## src/rtl/cam_sched_pkg.sv

```systemverilog
// Shared types and defaults for the camera-side frame write scheduler.
// Holds the FSM state encoding, sizing defaults and error-bit positions.
package cam_sched_pkg;

  localparam int DEF_BURST_WORDS = 512;
  localparam int DEF_FRAME_ROWS  = 600;
  localparam int DEF_MAX_PEND    = 4;
  localparam int DEF_ROW_W       = 13;

  localparam int ERR_OVF   = 0;
  localparam int ERR_PROTO = 1;

  typedef enum logic [1:0] {
    IDLE    = 2'd0,
    WAIT_VS = 2'd1,
    ACTIVE  = 2'd2,
    DRAIN   = 2'd3
  } sched_state_e;

  function automatic logic [7:0] sat_inc8(input logic [7:0] v);
    return (v == 8'hFF) ? v : v + 8'd1;
  endfunction

endpackage

```

## src/rtl/toggle_sync2.sv

```systemverilog
// Two-flop synchroniser for an asynchronous level/toggle input.
// toggle_o flags any change of the synchronised level; rise = toggle_o & level_o.
module toggle_sync2 (
  input  logic cmos_pclk,
  input  logic rst_133,
  input  logic async_i,
  output logic level_o,
  output logic toggle_o
);

  logic [1:0] sync_q, sync_d;
  logic       prev_q, prev_d;

  always_comb begin
    sync_d = {sync_q[0], async_i};
    prev_d = sync_q[1];
  end

  // NOTE: sequential state uses <= so every flop samples pre-edge values.
  always_ff @(posedge cmos_pclk or negedge rst_133) begin
    if (!rst_133) begin
      sync_q <= '0;
      prev_q <= 1'b0;
    end else begin
      sync_q <= sync_d;
      prev_q <= prev_d;
    end
  end

  assign level_o  = sync_q[1];
  assign toggle_o = sync_q[1] ^ prev_q;

endmodule

```

## src/rtl/cam_frame_sched.sv

```systemverilog
// Cuts the camera word stream into SDRAM bursts, hands them to the write engine
// over a toggle handshake and ping-pongs banks so display only sees whole frames.
module cam_frame_sched
  import cam_sched_pkg::*;
#(
  parameter int BURST_WORDS = DEF_BURST_WORDS,
  parameter int FRAME_ROWS  = DEF_FRAME_ROWS,
  parameter int MAX_PEND    = DEF_MAX_PEND,
  parameter int ROW_W       = DEF_ROW_W
) (
  input  logic             cmos_pclk,
  input  logic             rst_133,
  input  logic             cfg_done,
  input  logic             cmos_vsyn,
  input  logic             data_16b_en,
  input  logic             burst_ack_tgl,
  output logic             burst_req_tgl,
  output logic [ROW_W-1:0] burst_row,
  output logic             burst_bank,
  output logic             burst_discard,
  output logic             disp_bank,
  output logic             frame_done,
  output logic             fifo_flush,
  output logic [7:0]       drop_cnt,
  output logic [1:0]       err_sticky
);

  localparam int WCNT_W = $clog2(BURST_WORDS);
  localparam int PEND_W = $clog2(MAX_PEND + 1);

  logic vs_level, vs_toggle, vs_rise;
  logic ack_sync, ack_edge, outstanding;

  toggle_sync2 u_vs_sync (
    .cmos_pclk (cmos_pclk),
    .rst_133   (rst_133),
    .async_i   (cmos_vsyn),
    .level_o   (vs_level),
    .toggle_o  (vs_toggle)
  );

  toggle_sync2 u_ack_sync (
    .cmos_pclk (cmos_pclk),
    .rst_133   (rst_133),
    .async_i   (burst_ack_tgl),
    .level_o   (ack_sync),
    .toggle_o  (ack_edge)
  );

  assign vs_rise = vs_toggle & vs_level;

  sched_state_e      state_q, state_d;
  logic [WCNT_W-1:0] wcnt_q, wcnt_d;
  logic [PEND_W-1:0] pend_q, pend_d;
  logic [ROW_W-1:0]  rows_q, rows_d;
  logic              bad_q, bad_d;
  logic              req_q, req_d;
  logic [ROW_W-1:0]  row_q, row_d;
  logic              bank_q, bank_d;
  logic              disc_q, disc_d;
  logic              wr_bank_q, wr_bank_d;
  logic              disp_bank_q, disp_bank_d;
  logic              frame_done_q, frame_done_d;
  logic              fifo_flush_q, fifo_flush_d;
  logic [7:0]        drop_q, drop_d;
  logic [1:0]        err_q, err_d;

  logic word_wrap, ack_consume;

  assign outstanding = (req_q != ack_sync);

  // NOTE: every signal assigned here gets a default first so no latch is inferred.
  always_comb begin
    state_d      = state_q;
    wcnt_d       = wcnt_q;
    pend_d       = pend_q;
    rows_d       = rows_q;
    bad_d        = bad_q;
    req_d        = req_q;
    row_d        = row_q;
    bank_d       = bank_q;
    disc_d       = disc_q;
    wr_bank_d    = wr_bank_q;
    disp_bank_d  = disp_bank_q;
    frame_done_d = 1'b0;
    fifo_flush_d = 1'b0;
    drop_d       = drop_q;
    err_d        = err_q;
    word_wrap    = 1'b0;

    // A stray ack after a flush must not underflow pend.
    ack_consume = ack_edge && (pend_q != '0);
    if (ack_edge && (rows_q != '1))
      rows_d = rows_q + 1'b1;

    if ((state_q == ACTIVE) && data_16b_en) begin
      wcnt_d    = wcnt_q + 1'b1;
      word_wrap = (wcnt_q == WCNT_W'(BURST_WORDS - 1));
    end

    if (word_wrap && !ack_consume) begin
      if (pend_q == PEND_W'(MAX_PEND)) begin
        err_d[ERR_OVF] = 1'b1;
        bad_d          = 1'b1;
      end else begin
        pend_d = pend_q + 1'b1;
      end
    end else if (!word_wrap && ack_consume) begin
      pend_d = pend_q - 1'b1;
    end

    // Hold off issue in the ack cycle: rows/pend only reflect the ack one cycle later.
    if ((pend_q != '0) && !outstanding && !ack_edge) begin
      req_d  = ~req_q;
      bank_d = wr_bank_q;
      if (rows_q < ROW_W'(FRAME_ROWS)) begin
        row_d  = rows_q;
        disc_d = 1'b0;
      end else begin
        row_d  = ROW_W'(FRAME_ROWS - 1);
        disc_d = 1'b1;
        bad_d  = 1'b1;
      end
    end

    case (state_q)
      IDLE: begin
        if (cfg_done) state_d = WAIT_VS;
      end
      WAIT_VS: begin
        if (vs_rise) begin
          state_d = ACTIVE;
          wcnt_d  = '0;
          rows_d  = '0;
          bad_d   = 1'b0;
        end
      end
      ACTIVE: begin
        if (vs_rise) begin
          state_d = DRAIN;
          if (wcnt_d != '0) begin
            bad_d        = 1'b1;
            fifo_flush_d = 1'b1;
            wcnt_d       = '0;
          end
        end
      end
      DRAIN: begin
        if (data_16b_en) begin
          err_d[ERR_PROTO] = 1'b1;
          fifo_flush_d     = 1'b1;
          drop_d           = sat_inc8(drop_q);
          pend_d           = '0;
          state_d          = WAIT_VS;
        end else if ((pend_q == '0) && !outstanding && (wcnt_q == '0)) begin
          if ((rows_q == ROW_W'(FRAME_ROWS)) && !bad_q) begin
            disp_bank_d  = wr_bank_q;
            wr_bank_d    = ~wr_bank_q;
            frame_done_d = 1'b1;
          end else begin
            drop_d = sat_inc8(drop_q);
          end
          state_d = ACTIVE;
          wcnt_d  = '0;
          rows_d  = '0;
          bad_d   = 1'b0;
        end
      end
      default: state_d = IDLE;
    endcase

    if (!cfg_done) begin
      state_d      = IDLE;
      wcnt_d       = '0;
      pend_d       = '0;
      rows_d       = '0;
      bad_d        = 1'b0;
      fifo_flush_d = (state_q != IDLE);
    end
  end

  // NOTE: only control/status flops exist here, so all of them take the async reset.
  always_ff @(posedge cmos_pclk or negedge rst_133) begin
    if (!rst_133) begin
      state_q      <= IDLE;
      wcnt_q       <= '0;
      pend_q       <= '0;
      rows_q       <= '0;
      bad_q        <= 1'b0;
      req_q        <= 1'b0;
      row_q        <= '0;
      bank_q       <= 1'b0;
      disc_q       <= 1'b0;
      wr_bank_q    <= 1'b0;
      disp_bank_q  <= 1'b0;
      frame_done_q <= 1'b0;
      fifo_flush_q <= 1'b0;
      drop_q       <= '0;
      err_q        <= '0;
    end else begin
      state_q      <= state_d;
      wcnt_q       <= wcnt_d;
      pend_q       <= pend_d;
      rows_q       <= rows_d;
      bad_q        <= bad_d;
      req_q        <= req_d;
      row_q        <= row_d;
      bank_q       <= bank_d;
      disc_q       <= disc_d;
      wr_bank_q    <= wr_bank_d;
      disp_bank_q  <= disp_bank_d;
      frame_done_q <= frame_done_d;
      fifo_flush_q <= fifo_flush_d;
      drop_q       <= drop_d;
      err_q        <= err_d;
    end
  end

  assign burst_req_tgl = req_q;
  assign burst_row     = row_q;
  assign burst_bank    = bank_q;
  assign burst_discard = disc_q;
  assign disp_bank     = disp_bank_q;
  assign frame_done    = frame_done_q;
  assign fifo_flush    = fifo_flush_q;
  assign drop_cnt      = drop_q;
  assign err_sticky    = err_q;

endmodule
```

## config.mk

```make
export PLATFORM = sky130hd
export DESIGN_NAME = cam_frame_sched
export DESIGN_NICKNAME = d
export VERILOG_FILES = /design/src/rtl/cam_sched_pkg.sv /design/src/rtl/toggle_sync2.sv /design/src/rtl/cam_frame_sched.sv
export SDC_FILE = /design/constraint.sdc
export NUM_CORES = 1
export LEC_CHECK = 0
export BUFFER_PORTS_ARGS = -buffer_cell sky130_fd_sc_hd__buf_2
export CORE_MARGIN = 3
export CORE_UTILIZATION = 50
export CTS_CLUSTER_SIZE = 30
export DETAILED_ROUTE_END_ITERATION = 6
export PLACE_DENSITY = 0.75
export SLEW_MARGIN = 0
export SYNTH_ARGS = -nofsm -noshare
export SYNTH_HDL_FRONTEND = slang
export SYNTH_SLANG_ARGS = --single-unit
export TNS_END_PERCENT = 100
```

## constraint.sdc

```tcl
create_clock -name cmos_pclk -period 2.55 [get_ports cmos_pclk]
set_input_delay 0.6375 -clock cmos_pclk [delete_from_list [all_inputs] [get_ports cmos_pclk]]
set_output_delay 0.6375 -clock cmos_pclk [all_outputs]
set_load 0.05 [all_outputs]
```

== Yosys cells after proc, flatten, opt, wreduce, memory -nomap -nowiden ==
Index checks and enable logic that the tools add are counted.

* Flip-flop bits (word level): 64
* Input port bits: 6
* Word-level logic and storage cells: 125

* Add/subtract/negate cells: 5
* Order comparisons: 1
* Eq/ne operators: 13
* Muxes and demuxes: 53
* Bitwise logic cells: 6
* Reductions and logical operators: 27

{| class="wikitable"
|+ Operator list
! cell !! number
|-
| 2-to-1 mux 13 bit || 6
|-
| 2-to-1 mux 9 bit || 7
|-
| 2-to-1 mux 8 bit || 4
|-
| case mux 9 bit (3 select lines) || 1
|-
| case mux 13 bit (2 select lines) || 1
|-
| 2-to-1 mux 1 bit || 20
|-
| 2-to-1 mux 3 bit || 6
|-
| adder 13 x 1 -> 13 bit (second input constant) || 1
|-
| == test 13 x 10 -> 1 bit (second input constant) || 1
|-
| less-than comparator 13 x 10 -> 1 bit (second input constant) || 1
|-
| inequality test 13 bit (second input constant) || 1
|-
| logical AND 1 bit || 10
|-
| 2-to-1 mux 2 bit || 5
|-
| adder 9 x 1 -> 9 bit (second input constant) || 1
|-
| == test 9 bit (second input constant) || 1
|-
| zero test 9 bit || 1
|-
| nonzero test 9 bit || 1
|-
| adder 8 x 1 -> 8 bit (second input constant) || 1
|-
| == test 8 bit (second input constant) || 1
|-
| case mux 2 bit (4 select lines) || 1
|-
| inequality test 3 bit (second input constant) || 2
|-
| AND reduction 3 bit || 2
|-
| zero test 1 bit || 5
|-
| == test 2 bit (second input constant) || 2
|-
| 18 further kinds || 23
|}

== Logic depth before layout (Yosys ltp) ==
Gate-level depths: netlist (run 1).

* Word-level depth: 11
* Mapped depth: 9
* Gate-level depth less buffers: 9

== Modules after synthesis ==
Synthesis (run 1) repeated with hierarchy kept, for this count alone.

* Cells, all modules: 345
* Area total of the unflattened synthesis: 3468.3 µm²

{| class="wikitable"
|+ Modules (own cells, without submodules)
! module !! times used !! cells an instance !! area an instance (µm²) !! seq. area each (µm²)
|-
| cam_frame_sched || 1 || 337 || 3300.7 || 1451.4
|-
| toggle_sync2 || 2 || 4 || 83.8 || 75.1
|}

== Worst setup path before layout (run 1) ==
OpenSTA, ideal clock, no wires.

* Kind: flip-flop to flip-flop
* Start: register drop_q[0], in the netlist drop_cnt[0]
* End: register drop_q[1], in the netlist drop_cnt[1]
* Data arrival time: 1.983 ns
* Data required time: 2.423 ns
* Slack: 0.440 ns
* Cell stages (with the launch flop): 6
* Buffers on the path: 0
* Period minus slack after synthesis: 2.110 ns
* Cell sequence: dfrtp_1 -> ha_1 -> and3_1 -> a31o_2 -> a211oi_4 -> mux2_1

* Cells in the longest elaborated chain, start to end: 5
* Elaborated cells on any way between the ends: 6
* Classes of those cells: add/sub (1); eq/ne (1); mux (4)

{| class="wikitable"
|+ Ends and longest elaborated chain
! element !! line !! text
|-
| start, declared || cam_frame_sched.sv:65 || <nowiki>logic [7:0] drop_q, drop_d;</nowiki>
|-
| start signal, assigned || cam_frame_sched.sv:214 || <nowiki>drop_q <= drop_d;</nowiki>
|-
| adder 8 x 1 -> 8 bit / == test 8 bit (equally long branches) || cam_sched_pkg.sv:21 || <nowiki>return (v == 8'hFF) ? v : v + 8'd1;</nowiki>
|-
| 2-to-1 mux 8 bit * || cam_sched_pkg.sv:21 ||
|-
| 2-to-1 mux 8 bit || cam_frame_sched.sv:156 || <nowiki>if ((rows_q == ROW_W'(FRAME_ROWS)) && !bad_q) begin</nowiki>
|-
| 2-to-1 mux 8 bit || cam_frame_sched.sv:155 || <nowiki>end else if ((pend_q == '0) && !outstanding && (wcnt_q == '0)) begin</nowiki>
|-
| 2-to-1 mux 8 bit * || cam_frame_sched.sv:149 || <nowiki>if (data_16b_en) begin</nowiki>
|}

Mark *: on every way between the ends. The rest lies on a longest branch, timed or not. The select of a mux whose other input is x is not followed.
A chain may end at the register's enable or synchronous reset.

== Final worst setup path (run 1) ==
* Start: register wcnt_q[0]
* End: register wcnt_q[4]

* Cells in the longest elaborated chain, start to end: 7
* Elaborated cells on any way between the ends: 12
* Classes of those cells: add/sub (1); mux (8); reduce/logical (3)

{| class="wikitable"
|+ Ends and longest elaborated chain
! element !! line !! text
|-
| start, declared || cam_frame_sched.sv:53 || <nowiki>logic [WCNT_W-1:0] wcnt_q, wcnt_d;</nowiki>
|-
| start signal, assigned || cam_frame_sched.sv:202 || <nowiki>wcnt_q <= wcnt_d;</nowiki>
|-
| adder 9 x 1 -> 9 bit || cam_frame_sched.sv:97 || <nowiki>wcnt_d = wcnt_q + 1'b1;</nowiki>
|-
| 2-to-1 mux 9 bit || cam_frame_sched.sv:96 || <nowiki>if ((state_q == ACTIVE) && data_16b_en) begin</nowiki>
|-
| nonzero test 9 bit || cam_frame_sched.sv:141 || <nowiki>if (wcnt_d != '0) begin</nowiki>
|-
| 2-to-1 mux 9 bit || cam_frame_sched.sv:141 ||
|-
| 2-to-1 mux 9 bit || cam_frame_sched.sv:139 || <nowiki>if (vs_rise) begin</nowiki>
|-
| case mux 9 bit (3 select lines) * || cam_frame_sched.sv:126 || <nowiki>case (state_q)</nowiki>
|-
| 2-to-1 mux 9 bit * || cam_frame_sched.sv:172 || <nowiki>if (!cfg_done) begin</nowiki>
|-
| named net wcnt_d[4] || cam_frame_sched.sv:53 ||
|}

The timed path passes the listed nets; every way through them passes the cells marked *.

==> flow_metrics.tcl, run 1 <==
set metrics [dict create \
    status "completed" \
    required_ns 2.81 \
    synthXorXnorAreaFrac 0.0797 \
    drive_gt1_frac 0.196 \
    synth_top_area_share 0.484 \
    grt_pass1_wl_mm 11.5 \
    area_growth_pct 13.0 \
    setup_violations 0 \
    core_area_um2 6390 \
    antenna_found_initial 0 \
    synthMuxAreaShare 0.0166 \
    start_kind "register" \
    post-cts-setup-buffers 0 \
    final.setup.worst_slack_ns 0.335 \
    fmax_mhz 452 \
    antenna_left 0 \
    fin_crit_ns 2.21 \
    drv_slew 0 \
    highest_layer "met4" \
    place.gp.congestion 0.892 \
    nNetsFinal 379 \
    diodes 0 \
    place_ws_ns 0.290 \
    worst_pin_slew_ns 0.715 \
    ys_seq_elements 64 \
    die_w_um 87.4 \
    synth_commonest_cells "64 x dfrtp_1, 39 x nand2_1, 28 x nor2_1" \
    syn_nets 342 \
    clk_pin_slew_ns 0.07 \
    synth_compound_area_frac 0.111 \
    syn_area_um2 3310 \
    port_buffers 34 \
    dr.pass1.iters 4 \
    synth_area_leaders "dfrtp_1 48%, xnor2_1 6.1%, nand2_1 4.4%" \
    drt-vias-per-instance 5.62 \
    wl_met3_um 285 \
    worstReg2RegEnd "wcnt_q[4]$_DFF_PN0_" \
    grt_max_degree 29 \
    clockRootBuffer "clkbuf_8" \
    max_slew_margin 0.523 \
    cts_tree "done" \
    worstHoldPathType "in2async" \
    worstSetupPathType "reg2reg" \
    syn-instance-count 327 \
    finalCritPeriodShare 0.868 \
    grt_overflow_total 0 \
    avgSynthCellArea_um2 10.1 \
    die_h_um 87.4 \
    ys_warn_count 0 \
    hold_ws_ns 0.306 \
    vias 2499 \
    synth-simple-area-share 0.242 \
    worstPathMaxFanout 7 \
    rr_startpoint "wcnt_q[0]$_DFF_PN0_" \
    critPathCaptureType "register" \
    r2r_cells 8 \
    crit_arrival_ns 2.47 \
    clk_path_buf_depth 2 \
    first_global_vias 2520 \
    wl_met2_mm 3.14 \
    num_io_pins 35 \
    finalInstanceArea_um2 3740 \
    htree_levels 3 \
    grtUsageTotal 0.192 \
    setup_tns_ns 0 \
    p_per_area_nw_per_um2 593 \
    ctsHoldBuffers 0 \
    skew_ns 0.00723 \
    cts_buffers 9 \
    synth_flop_cell "dfrtp_1" \
    dp_hpwl_mm 4.67 \
    synth_top_family_by_area "simple AND/OR/NAND/NOR gates" \
    drc 0 \
    ys_types 60 \
    rsz0062_at_grt "false" \
    fp-row-count 29 \
    hold_viol 0 \
    synth_top_area_cell "dfrtp_1" \
    dieArea_um2 7640 \
    synth_edf_count 0 \
    clk_latency_ns 0.33 \
    p_total_mw 2.22 \
    ys_seq_area_frac 0.484 \
    post_dp_cell_area_um2 3550 \
    wl_per_cell_um 14.7 \
    drt-met1-wl_mm 3.01 \
    synth_fa_ha_area_frac 0.0340 \
    max-cap-violations 0 \
    drt_wl_total_mm 6.53 \
    cts_resized 0 \
    synth-async-reset-ratio 1.00 \
    reg2reg_setup_slack_ns 0.34 \
    synth.most_common_cell "dfrtp_1" \
    leakage_nw 1.68 \
    fillers 570 \
    cts_sinks 64 \
    drtIter0Drc 135 \
    start_util 0.519 \
    ir_drop_mv 0.602 \
]
-- layout by cell type, fill, tap and decap left out, types with 3 or more instances in the layout --
cell type,netlist,routed
and3_1,5,5
and2_1,4,4
nor4_1,3,3
xor2_1,4,4
nand3_1,9,9
a21oi_1,14,14
inv_1,13,13
nand2_1,39,39
nor2_1,28,28
ha_1,9,9
dfrtp_1,64,64
nand4_1,10,10
buf_4,1,5
clkbuf_8,0,10
nor3_1,16,16
o21ai_0,11,11
buf_2,6,34
xnor2_1,23,23
nor2_2,3,3
a211oi_1,5,5
nand2b_1,5,5
-- area by class of cell --
cell class | instances | area [µm²] | share of cell area
Inverter | 13 | 48.8 | 0.0130
Sequential cell | 64 | 1600 | 0.428
Clock inverter | 3 | 42.5 | 0.0114
Clock buffer | 12 | 145 | 0.0388
Multi-Input combinational cell | 237 | 1600 | 0.428
Tap cell | 77 | 96.3 | 0.0257
Timing Repair Buffer | 39 | 208 | 0.0555
-- how the worst max path moves through the flow --
stage / endpoint / from / slack [ns] / depth (start not counted)
floorplan: drop_cnt[1]$_DFFE_PN0P_ / drop_cnt[0]$_DFFE_PN0P_ / 0.44 / 5
finish: wcnt_q[4]$_DFF_PN0_ / wcnt_q[0]$_DFF_PN0_ / 0.34 / 8
global route: wcnt_q[7]$_DFF_PN0_ / wcnt_q[0]$_DFF_PN0_ / 0.17 / 8
global placement: wcnt_q[1]$_DFF_PN0_ / data_16b_en / 0.36 / 6
CTS: wcnt_q[4]$_DFF_PN0_ / wcnt_q[0]$_DFF_PN0_ / 0.34 / 8
detailed placement: wcnt_q[4]$_DFF_PN0_ / data_16b_en / 0.29 / 6
-- cell families after synthesis --
logic type / count (synthesis)
and+or+nand+nor: 143
DFF: 64
AOI/OAI and AO/OA: 52
xor gates and xnor gates: 28
buffers and inverters: 26
adders and majority gates: 9
muxes: 5
-- flip-flops by register name (all words and copies together) (netlist names), 2 cells and up --
register / cells
drop_cnt: 8
pend_q: 3
u_vs_sync.sync_q: 2
u_ack_sync.sync_q: 2
wcnt_q: 9
err_sticky: 2
rows_q: 13
state_q: 2
burst_row: 13
-- worst max-delay path, stage by stage (launching register included) --
cell and delay, ns:
dfrtp_1 0.47, ha_1 0.22, nand3_1 0.11, nor3_1 0.21, ha_1 0.28, nor3_1 0.19
o22a_1 0.19, nand4_1 0.24, a21oi_1 0.22
-- power by group --
group | internal (mW) | switching, mW
registers | 1.06 | 0.0471
clock network | 0.472 | 0.369
logic | 0.0779 | 0.197
total | 1.61 | 0.613
-- per-layer routing --
metal | up-vias | track usage
met1 | 1198 | 0.237
li1 | 1221 | -
met5 | - | 0
met2 | 70 | 0.316
met3 | 10 | 0.0520
met4 | 0 | 0.0823
-- per-stage QoR --
stage                     cells   util
after floorplan             327      -
after global placement      430  0.557
after detailed placement    430  0.557
after CTS                   445  0.586
after global routing        445  0.586
final                       445  0.586
Power figures use the tool's default switching activity.
==> run 2, diff against run 1 <==
- PLACE_DENSITY: 0.75 -> 0.74
- SKIP_LAST_GASP: default -> 1
- SYNTH_HIERARCHICAL: default -> 1
==> run 2 against run 1 <==
  * Final cell count increased by 4.9%
  * Routed wire length is 13% higher
  * Maximum frequency is 7.3% lower
  * Sequential share of layout area is 2.1 points lower
  * Critical endpoint is now bad_q$_DFF_PN0_
==> flow_metrics.tcl, run 2 <==
set metrics [dict create \
    rr_startpoint "wcnt_q[1]$_DFF_PN0_" \
    worst_pin_slew_ns 1.04 \
    final_cell_mix "63 x dfrtp_1, 42 x nand2_1, 34 x buf_2" \
    synth_top_family_by_area "simple AND/OR/NAND/NOR gates" \
    required_ns 2.77 \
    drtIter0Drc 173 \
    wl_per_cell_um 15.8 \
    fin_cells 467 \
    worstPathMaxFanout 7 \
    hold_viol 0 \
    crit_arrival_ns 2.61 \
    clk_path_buf_depth 2 \
    grt_overflow_total 0 \
    fin_crit_ns 2.39 \
    vias 2688 \
    synth-simple-area-share 0.250 \
    synth-async-reset-ratio 1.00 \
    dr.pass1.iters 5 \
    num_io_pins 35 \
    ys_warn_count 6 \
    syn-instance-count 345 \
    grt_pass1_wl_mm 12.4 \
    fp-row-count 29 \
    cts_sinks 64 \
    cts_buffers 9 \
    start_kind "register" \
    clockRootBuffer "clkbuf_8" \
    drc 0 \
    post-cts-setup-buffers 0 \
    critPathCaptureType "register" \
    rsz0062_at_grt "false" \
    ctsHoldBuffers 0 \
    die_w_um 89.3 \
    p_per_area_nw_per_um2 624 \
    die_h_um 89.3 \
    syn_area_um2 3470 \
    setup_violations 0 \
    crit_start "wcnt_q[1]$_DFF_PN0_" \
    syn_nets 360 \
    synth_fa_ha_area_frac 0.0325 \
    synthXorXnorAreaFrac 0.0707 \
    hold_ws_ns 0.311 \
    nNetsFinal 399 \
    ys_seq_elements 64 \
    max-cap-violations 0 \
    synth_top_area_share 0.462 \
    dieArea_um2 7970 \
    dp_hpwl_mm 5.22 \
    area_growth_pct 13.4 \
    drt-vias-per-instance 5.76 \
    cts_tree "done" \
    ys_seq_area_frac 0.462 \
    start_util 0.531 \
    final.setup.worst_slack_ns 0.160 \
    mostFrequentLayoutCell "dfrtp_1" \
    synth.most_common_cell "dfrtp_1" \
    grt_max_degree 38 \
    drt_wl_total_mm 7.36 \
    synth_compound_area_frac 0.117 \
    avgSynthCellArea_um2 10.1 \
    skew_ns 0.00844 \
    ys_types 62 \
    cts_resized 0 \
    place_ws_ns 0.146 \
    antenna_left 0 \
    status "completed" \
    synth_edf_count 0 \
    core_area_um2 6530 \
    dpl.cell_count 450 \
    leakage_nw 1.84 \
    worstHoldPathType "in2async" \
    place.gp.congestion 0.976 \
    max_stage_delay_ns 0.46 \
    max_slew_margin 0.303 \
    cpMaxStageDelayCell "or4b_4" \
    path_cells "inv_1, ha_1, or4b_4, nor4_4, a21oi_2, o311a_1, a41o_1" \
    grtUsageTotal 0.200 \
    first_global_vias 2607 \
    drv_slew 0 \
    setup_tns_ns 0 \
    clk_latency_ns 0.34 \
    p_total_mw 2.45 \
    htree_levels 3 \
    synthMuxAreaShare 0.0152 \
    drive_gt1_frac 0.221 \
    port_buffers 34 \
    synth_area_leaders "dfrtp_1 46%, nand2_1 4.5%, xnor2_1 3.5%" \
    antenna_found_initial 1 \
    worstSetupPathType "reg2reg" \
    ir_drop_mv 0.353 \
    clk_pin_slew_ns 0.07 \
    synth_commonest_cells "64 x dfrtp_1, 42 x nand2_1, 28 x nor2_1" \
    finalCritPeriodShare 0.937 \
    synth_flop_cell "dfrtp_1" \
    synth_top_area_cell "dfrtp_1" \
    fmax_mhz 418 \
]
run 2: cell types whose count changed in the layout (fill, tap and decap cells not counted), sizes merged, moves of 6 or more:
| cell | previous run | this run |
|---|---|---|
| buf | 39 | 45 |
| xor2 | 5 | 14 |
| nand3 | 9 | 17 |
| xnor2 | 23 | 14 |
| nand4 | 12 | 6 |
run 2: through the flow:
stage	utilization	cell area [µm²]
after floorplan	-	3470
after global placement	0.567	3700
after detailed placement	0.567	3700
after CTS	0.602	3930
after global routing	0.602	3930
final	0.602	3930
run 2: cell type report:
type	instances	area [µm²]
Multi-Input combinational cell	253	1680
Fill cell	552	2600
Antenna cell	1	2.50
Tap cell	77	96.3
Clock inverter	6	91.3
Clock buffer	10	138
Inverter	11	41.3
Timing Repair Buffer	45	278
Sequential cell	64	1600
run 2: cells by family (layout without fill, tap and decap cells):
family	count (synthesis)	after routing
DFF	64	64
other	0	1
muxes	5	5
and+or+nand+nor	160	160
AOI/OAI and AO/OA	51	51
xor gates and xnor gates	28	28
buffers and inverters	28	72
adders and majority gates	9	9
run 2: routing by layer:
metal	routed length (µm)	part of all wire	global-route usage	vias up
met5	0	0	0	-
met4	131	0.018	0.100	0
met3	355	0.048	0.0378	12
met2	3450	0.47	0.311	88
met1	3430	0.47	0.268	1298
li1	-	-	-	1290
run 2: power breakdown:
group	switching (mW)	total [mW]	internal [mW]
Sequential	0.0497	1.11	1.06
Combinational	0.249	0.354	0.105
Clock	0.408	0.990	0.582
run 2: path summary, 6_finish.rpt:
path | to | slack, ns | cells after the start
worst max-delay path | bad_q$_DFF_PN0_ | 0.16 | 7
worst min-delay path | burst_row[12]$_DFFE_PN0N_ | 0.31 | 1
worst max register to register | bad_q$_DFF_PN0_ | 0.16 | 7
worst min register to register | u_vs_sync/sync_q[1]$_DFF_PN0_ | 0.35 | 0
max in group asynchronous | wcnt_q[0]$_DFF_PN0_ | 1.61 | 2
min in group cmos_pclk | u_vs_sync/sync_q[1]$_DFF_PN0_ | 0.35 | 0
run 2: worst max-delay path: cells and delay by family, from the launching register on:
family                     cells  cell delay, ns
and+or+nand+nor                2            0.84
AOI/OAI and AO/OA              3            0.74
DFF                            1            0.45
adders and majority gates      1            0.13
buffers and inverters          1            0.10
